File: config.mk
export PLATFORM = sky130hd
export DESIGN_NAME = stepper_sequencer
export DESIGN_NICKNAME = d
export VERILOG_FILES = /design/src/rtl/stepper_sequencer.sv
export SDC_FILE = /design/constraint.sdc
export NUM_CORES = 1
export LEC_CHECK = 0
export CAP_MARGIN = 10
export CORE_ASPECT_RATIO = 0.75
export CORE_UTILIZATION = 61
export CTS_BUF_LIST = sky130_fd_sc_hd__clkbuf_8
export DETAILED_ROUTE_END_ITERATION = 10
export GPL_TIMING_DRIVEN = 0
export PLACE_DENSITY_LB_ADDON = 0.12
export SETUP_SLACK_MARGIN = 0.2
export SYNTH_ARGS = -nofsm -noshare
export SYNTH_HDL_FRONTEND = slang
export SYNTH_SLANG_ARGS = --single-unit
export TNS_END_PERCENT = 5
File: constraint.sdc
create_clock -name system1000 -period 6.6 [get_ports system1000]
set_clock_uncertainty 0.15 [all_clocks]
set_input_delay 1.32 -clock system1000 [delete_from_list [all_inputs] [get_ports system1000]]
set_output_delay 1.32 -clock system1000 [all_outputs]
set_load 0.02 [all_outputs]
File: src/rtl/stepper_sequencer.sv
// Single-axis stepper coil sequencer: accepts move commands over valid/ready, drives the
// 4-phase coil pattern at the commanded rate and tracks absolute position in half-steps.
module stepper_sequencer #(
    parameter int unsigned STEP_W = 16,
    parameter int unsigned DIV_W  = 16,
    parameter int unsigned POS_W  = 16
) (
    input  logic              system1000,
    input  logic              system1000_rstn,
    input  logic              cmd_valid,
    output logic              cmd_ready,
    input  logic              cmd_dir,
    input  logic [STEP_W-1:0] cmd_steps,
    input  logic [1:0]        cmd_mode,
    input  logic [DIV_W-1:0]  cmd_period,
    input  logic              hold_en,
    input  logic              abort,
    output logic [3:0]        coils,
    output logic              busy,
    output logic              done,
    output logic [POS_W-1:0]  position
);

    typedef enum logic [0:0] {StIdle, StRun} state_e;

    state_e              state_q, state_d;
    logic [2:0]          phase_q, phase_d;
    logic [POS_W-1:0]    pos_q, pos_d;
    logic [3:0]          coils_q, coils_d;
    logic                done_q, done_d;
    logic                dir_q, dir_d;
    logic [1:0]          mode_q, mode_d;
    logic [DIV_W-1:0]    period_q, period_d;
    logic [DIV_W-1:0]    div_q, div_d;
    logic [STEP_W-1:0]   remaining_q, remaining_d;

    logic                accept;
    logic [1:0]          step_mag;
    logic [DIV_W-1:0]    period_eff;
    logic [2:0]          phase_next;
    logic [POS_W-1:0]    pos_next;

    function automatic logic [3:0] coil_pattern(input logic [2:0] idx);
        logic [3:0] pat;
        case (idx)
            3'd0:    pat = 4'b1000;
            3'd1:    pat = 4'b1100;
            3'd2:    pat = 4'b0100;
            3'd3:    pat = 4'b0110;
            3'd4:    pat = 4'b0010;
            3'd5:    pat = 4'b0011;
            3'd6:    pat = 4'b0001;
            default: pat = 4'b1001;
        endcase
        return pat;
    endfunction

    assign cmd_ready = (state_q == StIdle) && !abort;
    assign accept    = cmd_valid && cmd_ready;
    assign busy      = (state_q == StRun);
    assign done      = done_q;
    assign coils     = coils_q;
    assign position  = pos_q;

    // Wave lands on even indices, full on odd ones; mode 11 behaves as full.
    always_comb begin
        step_mag = 2'd1;
        case (mode_q)
            2'b10:   step_mag = 2'd1;
            2'b00:   step_mag = phase_q[0] ? 2'd1 : 2'd2;
            default: step_mag = phase_q[0] ? 2'd2 : 2'd1;
        endcase
    end

    assign phase_next = dir_q ? (phase_q + 3'(step_mag)) : (phase_q - 3'(step_mag));
    assign pos_next   = dir_q ? (pos_q + POS_W'(step_mag)) : (pos_q - POS_W'(step_mag));
    assign period_eff = (cmd_period == '0) ? DIV_W'(1) : cmd_period;

    always_comb begin
        state_d     = state_q;
        phase_d     = phase_q;
        pos_d       = pos_q;
        done_d      = 1'b0;
        dir_d       = dir_q;
        mode_d      = mode_q;
        period_d    = period_q;
        div_d       = div_q;
        remaining_d = remaining_q;

        unique case (state_q)
            StIdle: begin
                if (accept) begin
                    dir_d       = cmd_dir;
                    mode_d      = cmd_mode;
                    period_d    = period_eff;
                    div_d       = period_eff - DIV_W'(1);
                    remaining_d = cmd_steps;
                    if (cmd_steps == '0) begin
                        done_d = 1'b1;
                    end else begin
                        state_d = StRun;
                    end
                end
            end
            StRun: begin
                // Abort takes priority over a coinciding divider expiry.
                if (abort) begin
                    state_d     = StIdle;
                    remaining_d = '0;
                end else if (div_q == '0) begin
                    phase_d     = phase_next;
                    pos_d       = pos_next;
                    remaining_d = remaining_q - STEP_W'(1);
                    div_d       = period_q - DIV_W'(1);
                    if (remaining_q == STEP_W'(1)) begin
                        state_d = StIdle;
                        done_d  = 1'b1;
                    end
                end else begin
                    div_d = div_q - DIV_W'(1);
                end
            end
            default: state_d = StIdle;
        endcase

        coils_d = ((state_d == StRun) || hold_en) ? coil_pattern(phase_d) : 4'b0000;
    end

    always_ff @(posedge system1000) begin
        if (!system1000_rstn) begin
            state_q     <= StIdle;
            phase_q     <= '0;
            pos_q       <= '0;
            coils_q     <= '0;
            done_q      <= 1'b0;
            dir_q       <= 1'b0;
            mode_q      <= '0;
            period_q    <= '0;
            div_q       <= '0;
            remaining_q <= '0;
        end else begin
            state_q     <= state_d;
            phase_q     <= phase_d;
            pos_q       <= pos_d;
            coils_q     <= coils_d;
            done_q      <= done_d;
            dir_q       <= dir_d;
            mode_q      <= mode_d;
            period_q    <= period_d;
            div_q       <= div_d;
            remaining_q <= remaining_d;
        end
    end

endmodule

# Word-level counts from Yosys, hierarchy flattened
# Index checks and enable logic that the tools add are counted.
# totals
mem_bits_rw,0
in_bits,40
output_inout_bits,23
romBits,0
latch_bits,0
reg_bits,76
n_memories,0
wordCells,75
# classes
n_div,0
n_mul,0
n_addsub,8
mux,30
order_cmp,0
reduce_logical,14
n_shift,0
eq_ne,11
n_bitwise,2
# ops
cell,n
16-bit two-way mux,8
16-bit case mux with 2 select lines,2
"16-bit by 1-bit subtractor with 16-bit output, second input constant",4
16-bit zero test,3
4-bit case mux with 7 select lines,1
16-bit by 2-bit adder with 16-bit output,1
"16-bit by 1-bit == test with 1-bit output, second input constant",1
16-bit by 2-bit subtractor with 16-bit output,1
3-bit two-way mux,4
1-bit two-way mux,10
"3-bit == test, second input constant",3
2-bit AND reduction,4
"3-bit by 2-bit == test with 1-bit output, second input constant",2
2-bit two-way mux,2
"2-bit inequality test, second input constant",2
1-bit case mux with 2 select lines,2
2-bit case mux with 2 select lines,1
3-bit by 2-bit adder with 3-bit output,1
"3-bit by 1-bit == test with 1-bit output, second input constant",1
3-bit zero test,1
"3-bit by 2-bit inequality test with 1-bit output, second input constant",1
3-bit AND reduction,1
3-bit by 2-bit subtractor with 3-bit output,1
"2-bit == test, second input constant",1
other kinds (5),7

# Depth between registers and ports, before layout
# Gate-level depths: netlist of run 1.
# depth
word_depth,9
ltp_mapped,14
ltp_nobuf,14

# Least setup slack after synthesis of run 1
# OpenSTA, ideal clock, no wires.
# synth_path
path_type,register to register
start,reg mode_q[0]
end,"reg pos_q[15], in the netlist position[15]"
path_stages_with_launch,14
path_slack_ns,3.054
n_path_buf,0
required_time_ns,6.380
synth_period_minus_slack_ns,3.546
setup_time_ns,0.070
arrival_ns,3.326
path_cell_list,dfxtp_1 nor3_1 a21oi_1 inv_1 ha_1 nor2_1 ha_1 and4_1 a221oi_1 o311ai_1 a41oi_1 xor2_1 or3_1 a21oi_1
# synth_via
elab_chain_cells,4
word_cells_on_any_way,6
classes_between,2 x add/sub; 1 x eq/ne; 2 x mux; 1 x reduce/logical
# synth_rtl
element,line_no,rtl
"start, declared",32,"logic [1:0] mode_q, mode_d;"
"start signal, assigned",148,mode_q <= mode_d;
2-bit == test or 2-bit zero test (tied branches),68,case (mode_q)
2-bit case mux with 2 select lines *,68,
16-bit by 2-bit subtractor with 16-bit output or 16-bit by 2-bit adder with 16-bit output (tied branches),76,assign pos_next = dir_q ? (pos_q + POS_W'(step_mag)) : (pos_q - POS_W'(step_mag));
16-bit two-way mux *,76,
"end signal, assigned",144,pos_q <= pos_d;
"end, declared",28,"logic [POS_W-1:0] pos_q, pos_d;"
# Mark *: on every way between the ends. The rest lies on a longest branch, timed or not.
# A chain may end at the register's enable or synchronous reset.

# Worst setup path after layout of run 1
# layout_path
start,"reg state_q, in the netlist busy"
end,out cmd_ready
# layout_via
elab_chain_cells,2
# layout_rtl
element,line_no,rtl
"start, declared",26,"state_e state_q, state_d;"
"start signal, assigned",131,state_q <= StIdle;
"start signal, assigned",142,state_q <= state_d;
1-bit inverter,n/a,
1-bit logical AND,58,assign cmd_ready = (state_q == StIdle) && !abort;
"end, declared",11,"output logic cmd_ready,"
# Every way passes these cells.

==> impl_metrics.toml, run 1 <==
[run_status]
status = "finished clean"

[floorplanning]
die_h_um = 78.6
fp.dieW_um = 104
io_pins = 63
dieArea_mm2 = 0.00817
num_rows = 27
coreArea_mm2 = 0.00747
initial_core_util_pct = 63.8

[timing]
relSlewSlack_pct = 43.8
worst_pin_slew_ns = 0.840
final_max_slew_viol_count = 0
hold_violations = 0
rsz0062_at_grt = "false"
setup_viol = 0
period_minus_slack_ns = 4.03
tns_ns = 0
fin_crit_sh_pct = 61.1
max_freq_mhz = 248

[setup_path]
crit_arrival_ns = 2.56
crit_required_ns = 5.13
cp_slowest_stage_delay_ns = 0.56
endpoint_kind = "output port"
worstPathMaxFanout = 10
crit_chain = "buf_2 > buf_4 > clkbuf_1 > nor2_1 > clkdlybuf4s50_1"
path_class = "flop to output port"
critPathLaunchType = "flop"
rr_worst_depth = 14
critPathSlowestCell = "clkdlybuf4s50_1"
reg2reg_slack_ns = 2.85

[grt]
grt_pass1_vias = 4766
grt_pass1_wl_mm = 23.1
grt_antenna_before_repair = 0
grt_max_degree = 16
grt.total_usage_pct = 35.4
globalRouteOverflowTotal = 0

[clock_tree]
clock_path_buffers = 2
cts_resized = 0
clkSinkCount = 76
htree_num_levels = 3
root_buffer = "clkbuf_8"
post-cts-setup-buffers = 0
ctsHoldBuffers = 0
clock_latency_ns = 0.35
cts_inserted_buffers = 9
cts_tree = "yes"
path_clk_slew_ns = 0.08

[finish]
n_antenna_cell = 0
instances_no_fill = 793
layout-drive-gt1-share_pct = 8.53
fin_area_mm2 = 0.00572
layout.nets = 749
areaGrowthSynthToFinish_pct = 20.0

[synth]
synth_cell_types = 75
syn_inst = 614
synth_most_common_cell = "nor2_1"
yosysSeqAreaShare_pct = 31.9
synthTopCellsByArea = "dfxtp_1, a21oi_1, nor2_1"
yosysTopAreaCell = "dfxtp_1"
synth_edf_count = 0
synth_top_area_share_pct = 31.9
ys_ff_latch = 76
yosysWarnings = 0
synth_fp_nets = 675
netlist_top_cells_count = "nor2_1, dfxtp_1, nand2_1, a21oi_1, o21ai_0"
ys.flop_type = "dfxtp_1"
ys_async_sr_fraction_pct = 0
syn_area_mm2 = 0.00477
synth.avg_cell_area_um2 = 7.76

[routing]
firstDrtPassIters = 5
wl_per_cell_um = 17.8
viasPerCell = 6.38
dr.first_iter.drc_count = 536
wl_mm = 14.1
vias = 5058
drc_errors = 0
ant_nets = 0

[hold_path]
min_path_type = "flop to flop"
hold_depth = 2

[pwr]
internal-power_mw = 0.784
swShare_pct = 32.7
ir_drop_uv = 121
p_switching_mw = 0.381
power_leakage_nw = 2.11
pwr-share-seq_pct = 43.4
power.share.clock_pct = 30.6
power_mw = 1.17
combPwrFrac_pct = 26.0
power.density_mw_per_mm2 = 204

[place]
place_area_mm2 = 0.00551
dpl.hpwl_mm = 10.4
port_buffers = 62
dp.cells = 777
routabilityCongestion = 0.964

[run]
drv_cap = 0
-- flip-flops by register name, summed over array words and instances (netlist names) --
register / count
dir_q: 1
done: 1
remaining_q: 16
busy: 1
position: 16
coils: 4
phase_q: 3
period_q: 16
mode_q: 2
div_q: 16
-- cell usage in the layout, fill, tap and decap left out, drive strengths merged, types with 9 or more instances in the layout --
cell / Yosys / layout
clkbuf: 23 / 34
ha: 19 / 19
nand2: 73 / 73
clkdlybuf4s50: 0 / 62
nor3: 20 / 20
nor4: 15 / 15
or3: 11 / 11
a21oi: 74 / 74
xnor2: 17 / 17
dfxtp: 76 / 76
a211oi: 20 / 20
nand3: 10 / 10
o21ai: 32 / 32
inv: 9 / 9
nor2: 91 / 91
-- routing by layer --
layer / share of wire [%] / GRT usage (%) / wire length (um) / vias up
met2: 44 / 56.3 / 6150 / 337
met4: 2.0 / 10.9 / 277 / 0
met1: 43 / 48.7 / 6110 / 2302
met3: 11 / 6.56 / 1560 / 38
met5: 0 / 0 / 0 / -
li1: - / - / - / 2381
-- power groups by stage --
| stage | Sequential, mW | Combinational [mW] | Clock [mW] |
|---|---|---|---|
| global placement | 0.514 | 0.282 | 0 |
| detailed placement | 0.515 | 0.290 | 0 |
| floorplan | 0.511 | 0.200 | 0 |
| finish | 0.506 | 0.303 | 0.356 |
| global route | 0.509 | 0.329 | 0.371 |
| CTS | 0.505 | 0.293 | 0.355 |
-- final timing paths --
check / startpoint / end
max: busy / cmd_ready
min: period_q[14] / period_q[14]
max reg2reg: mode_q[0] / position[15]
min reg2reg: period_q[14] / period_q[14]
-- worst max-delay path, delay by kind of cell (launching register included) --
| family | cells | cell delay [ns] |
|---|---|---|
| buffers and inverters | 4 | 1.58 |
| flip-flops | 1 | 0.52 |
| AND/OR/NAND/NOR | 1 | 0.11 |
-- final cells by class --
type	instances	area [um^2]
Multi-Input combinational cell	497	3070
Inverter	10	37.5
Buffer	31	139
Fill cell	596	1750
Clock inverter	5	52.6
Sequential cell	76	1520
Timing Repair Buffer	63	634
Clock buffer	10	138
Tap cell	101	126
-- cells by family (layout without fill, tap and decap cells) --
kind of cell / Yosys count / after routing / synth area share [%]
muxes: 7 / 7 / 1.60
and+or+nand+nor: 257 / 257 / 26.2
DFF: 76 / 76 / 31.9
xor gates and xnor gates: 24 / 24 / 4.41
AOI/OAI and AO/OA: 188 / 188 / 26.4
adders and majority gates: 21 / 21 / 5.83
buffers and inverters: 41 / 119 / 3.70
-- metrics by stage --
| stage | worst slack [ns] | hold slack (ns) | util [%] |
|---|---|---|---|
| global placement | 2.41 | 0.295 | 73.8 |
| global route | 2.45 | 0.344 | 76.6 |
| floorplan | 3.05 | 0.287 | - |
| detailed placement | 2.44 | 0.300 | 73.8 |
| finish | 2.57 | 0.314 | 76.6 |
| CTS | 2.34 | 0.311 | 76.4 |
Power figures use the tool's default switching activity.
==> run 2: changes to the inputs <==
Settings changed: CORE_UTILIZATION 61 to 58.
Clock period 6.6 ns to 3.75 ns, I/O delays scaled along.
==> impl_metrics.toml, run 2 (synthesized netlist as in run 1, its figures left out) <==
[grt]
grt_pass1_wl_mm = 22.1
grt_antenna_before_repair = 0
grt_max_degree = 16
grt.total_usage_pct = 33.2
grt_pass1_vias = 4463
globalRouteOverflowTotal = 0

[finish]
areaGrowthSynthToFinish_pct = 22.1
fillCellCount = 630
layout_commonest_cell = "nor2_1"
layout.nets = 751
layout-drive-gt1-share_pct = 10.1
fin_area_mm2 = 0.00582
layout_common_cells = "nor2_1, dfxtp_1, nand2_1, a21oi_1, clkdlybuf4s50_1"
n_antenna_cell = 0

[place]
port_buffers = 62
dpl_worst_slack_ns = -0.473
dpl.hpwl_mm = 10.4
routabilityCongestion = 0.960
place_area_mm2 = 0.00552

[routing]
firstDrtPassIters = 5
vias = 5042
drc_errors = 0
wl_per_cell_um = 17.8
wl_mm = 14.2
ant_nets = 0
viasPerCell = 6.30
dr.first_iter.drc_count = 426

[setup_path]
worstPathMaxFanout = 4
reg2reg_slack_ns = 0.30
crit_required_ns = 3.84
rr_startpoint = "mode_q[1]"
crit_arrival_ns = 3.54
cp_slowest_stage_delay_ns = 0.46
r2r_end = "position[10]"
endpoint_kind = "flop"
critPathLaunchType = "flop"
path_class = "flop to flop"
rr_worst_depth = 13
critPathSlowestCell = "fa_1"
crit_chain = "nor3_2 > a21oi_1 > ha_1 > nor2_1 > a21oi_2 > fa_1 > a21o_1 > a21oi_2 > nand2b_1 > a31oi_1 > a21o_1 > a2111o_1 > o311ai_0"

[clock_tree]
root_buffer = "clkbuf_8"
cts_tree = "yes"
clkSinkCount = 76
clock_path_buffers = 2
htree_num_levels = 3
clock_latency_ns = 0.38
path_clk_slew_ns = 0.09
cts_inserted_buffers = 9

[hold_path]
hold_end = "period_q[14]"
min_path_type = "flop to flop"
hold_start = "period_q[14]"
hold_depth = 2

[floorplanning]
num_rows = 28
dieArea_mm2 = 0.00859
fp.dieW_um = 107
die_h_um = 80.5
coreArea_mm2 = 0.00792
io_pins = 63
initial_core_util_pct = 60.2

[timing]
fin_crit_sh_pct = 92.0
setup_viol = 0
worst_pin_slew_ns = 0.854
final_max_slew_viol_count = 0
hold_violations = 0
relSlewSlack_pct = 42.9
max_freq_mhz = 290
period_minus_slack_ns = 3.45
rsz0062_at_grt = "true"
layout_setup_ws_ns = 0.300

[run_status]
status = "finished clean"

[pwr]
ir_drop_uv = 270
power.density_mw_per_mm2 = 382
power_leakage_nw = 2.16

[run]
drv_cap = 0
[run 2: cell count changes in the layout (fill, tap and decap cells not counted), sizes merged]
cell and change:
clkinvlp -1, buf +3, clkbuf -1, bufinv +2, inv +2, clkinv -2
[run 2: area by class of cell]
| cell class | instances | area (um^2) | share of cell area, % |
|---|---|---|---|
| repair buffers | 65 | 643 | 11.0 |
| inverters | 10 | 37.5 | 0.645 |
| clock buffers | 10 | 138 | 2.36 |
| clock inverters | 6 | 111 | 1.91 |
| multi-input cells | 497 | 3090 | 53.1 |
| plain buffers | 31 | 141 | 2.43 |
| well taps | 105 | 131 | 2.26 |
| flip-flops and latches | 76 | 1530 | 26.2 |
[run 2: worst max-delay path: cells and delay by family (launching register included)]
kind,cells,cell delay (ns)
AO/OA/AOI/OAI,8,1.51
adder cells (fa/ha/maj),2,0.76
AND/OR/NAND/NOR,3,0.55
flip-flops,1,0.35
[run 2: worst max-delay path by stage]
stage / from / end / slack (ns) / cells past startpoint
2_1_floorplan: mode_q[0] / position[15] / 0.20 / 13
3_3_place_gp: mode_q[0] / position[15] / -0.42 / 13
3_5_place_dp: mode_q[0] / position[15] / -0.47 / 13
4_1_cts: mode_q[0] / position[10] / 0.25 / 13
5_1_grt: mode_q[0] / position[15] / 0.06 / 13
6_report: mode_q[1] / position[10] / 0.30 / 13
[run 2: metrics by stage]
| step | TNS, ns | instances | hold WS, ns | total power, mW | utilization (%) |
|---|---|---|---|---|---|
| floorplan | 0 | 614 | 0.287 | 1.25 | - |
| global placement | -1.09 | 781 | 0.296 | 1.40 | 69.7 |
| detailed placement | -1.66 | 781 | 0.297 | 1.42 | 69.7 |
| CTS | 0 | 797 | 0.308 | 2.20 | 73.1 |
| global route | 0 | 800 | 0.340 | 2.30 | 73.5 |
| finish | 0 | 800 | 0.314 | 2.23 | 73.5 |
[run 2: report_power, final]
part,total [mW],leakage [nW],internal [mW],switching [mW]
clock network,0.798,0.128,0.462,0.337
logic,0.536,1.41,0.218,0.319
registers,0.891,0.622,0.848,0.0431
[run 2: per-layer routing]
layer  global-route usage [%]  wire length (um)
met5                        0                 0
met4                     9.18               278
met3                     7.39              1430
met2                     53.2              6240
met1                     44.8              6280
[run 2: repair_timing]
action	in CTS	in global routing
pin swaps	0	1
resized for setup	5	8
hold buffers	0	0
setup buffers	0	3
endpoints found under the setup margin	9	4
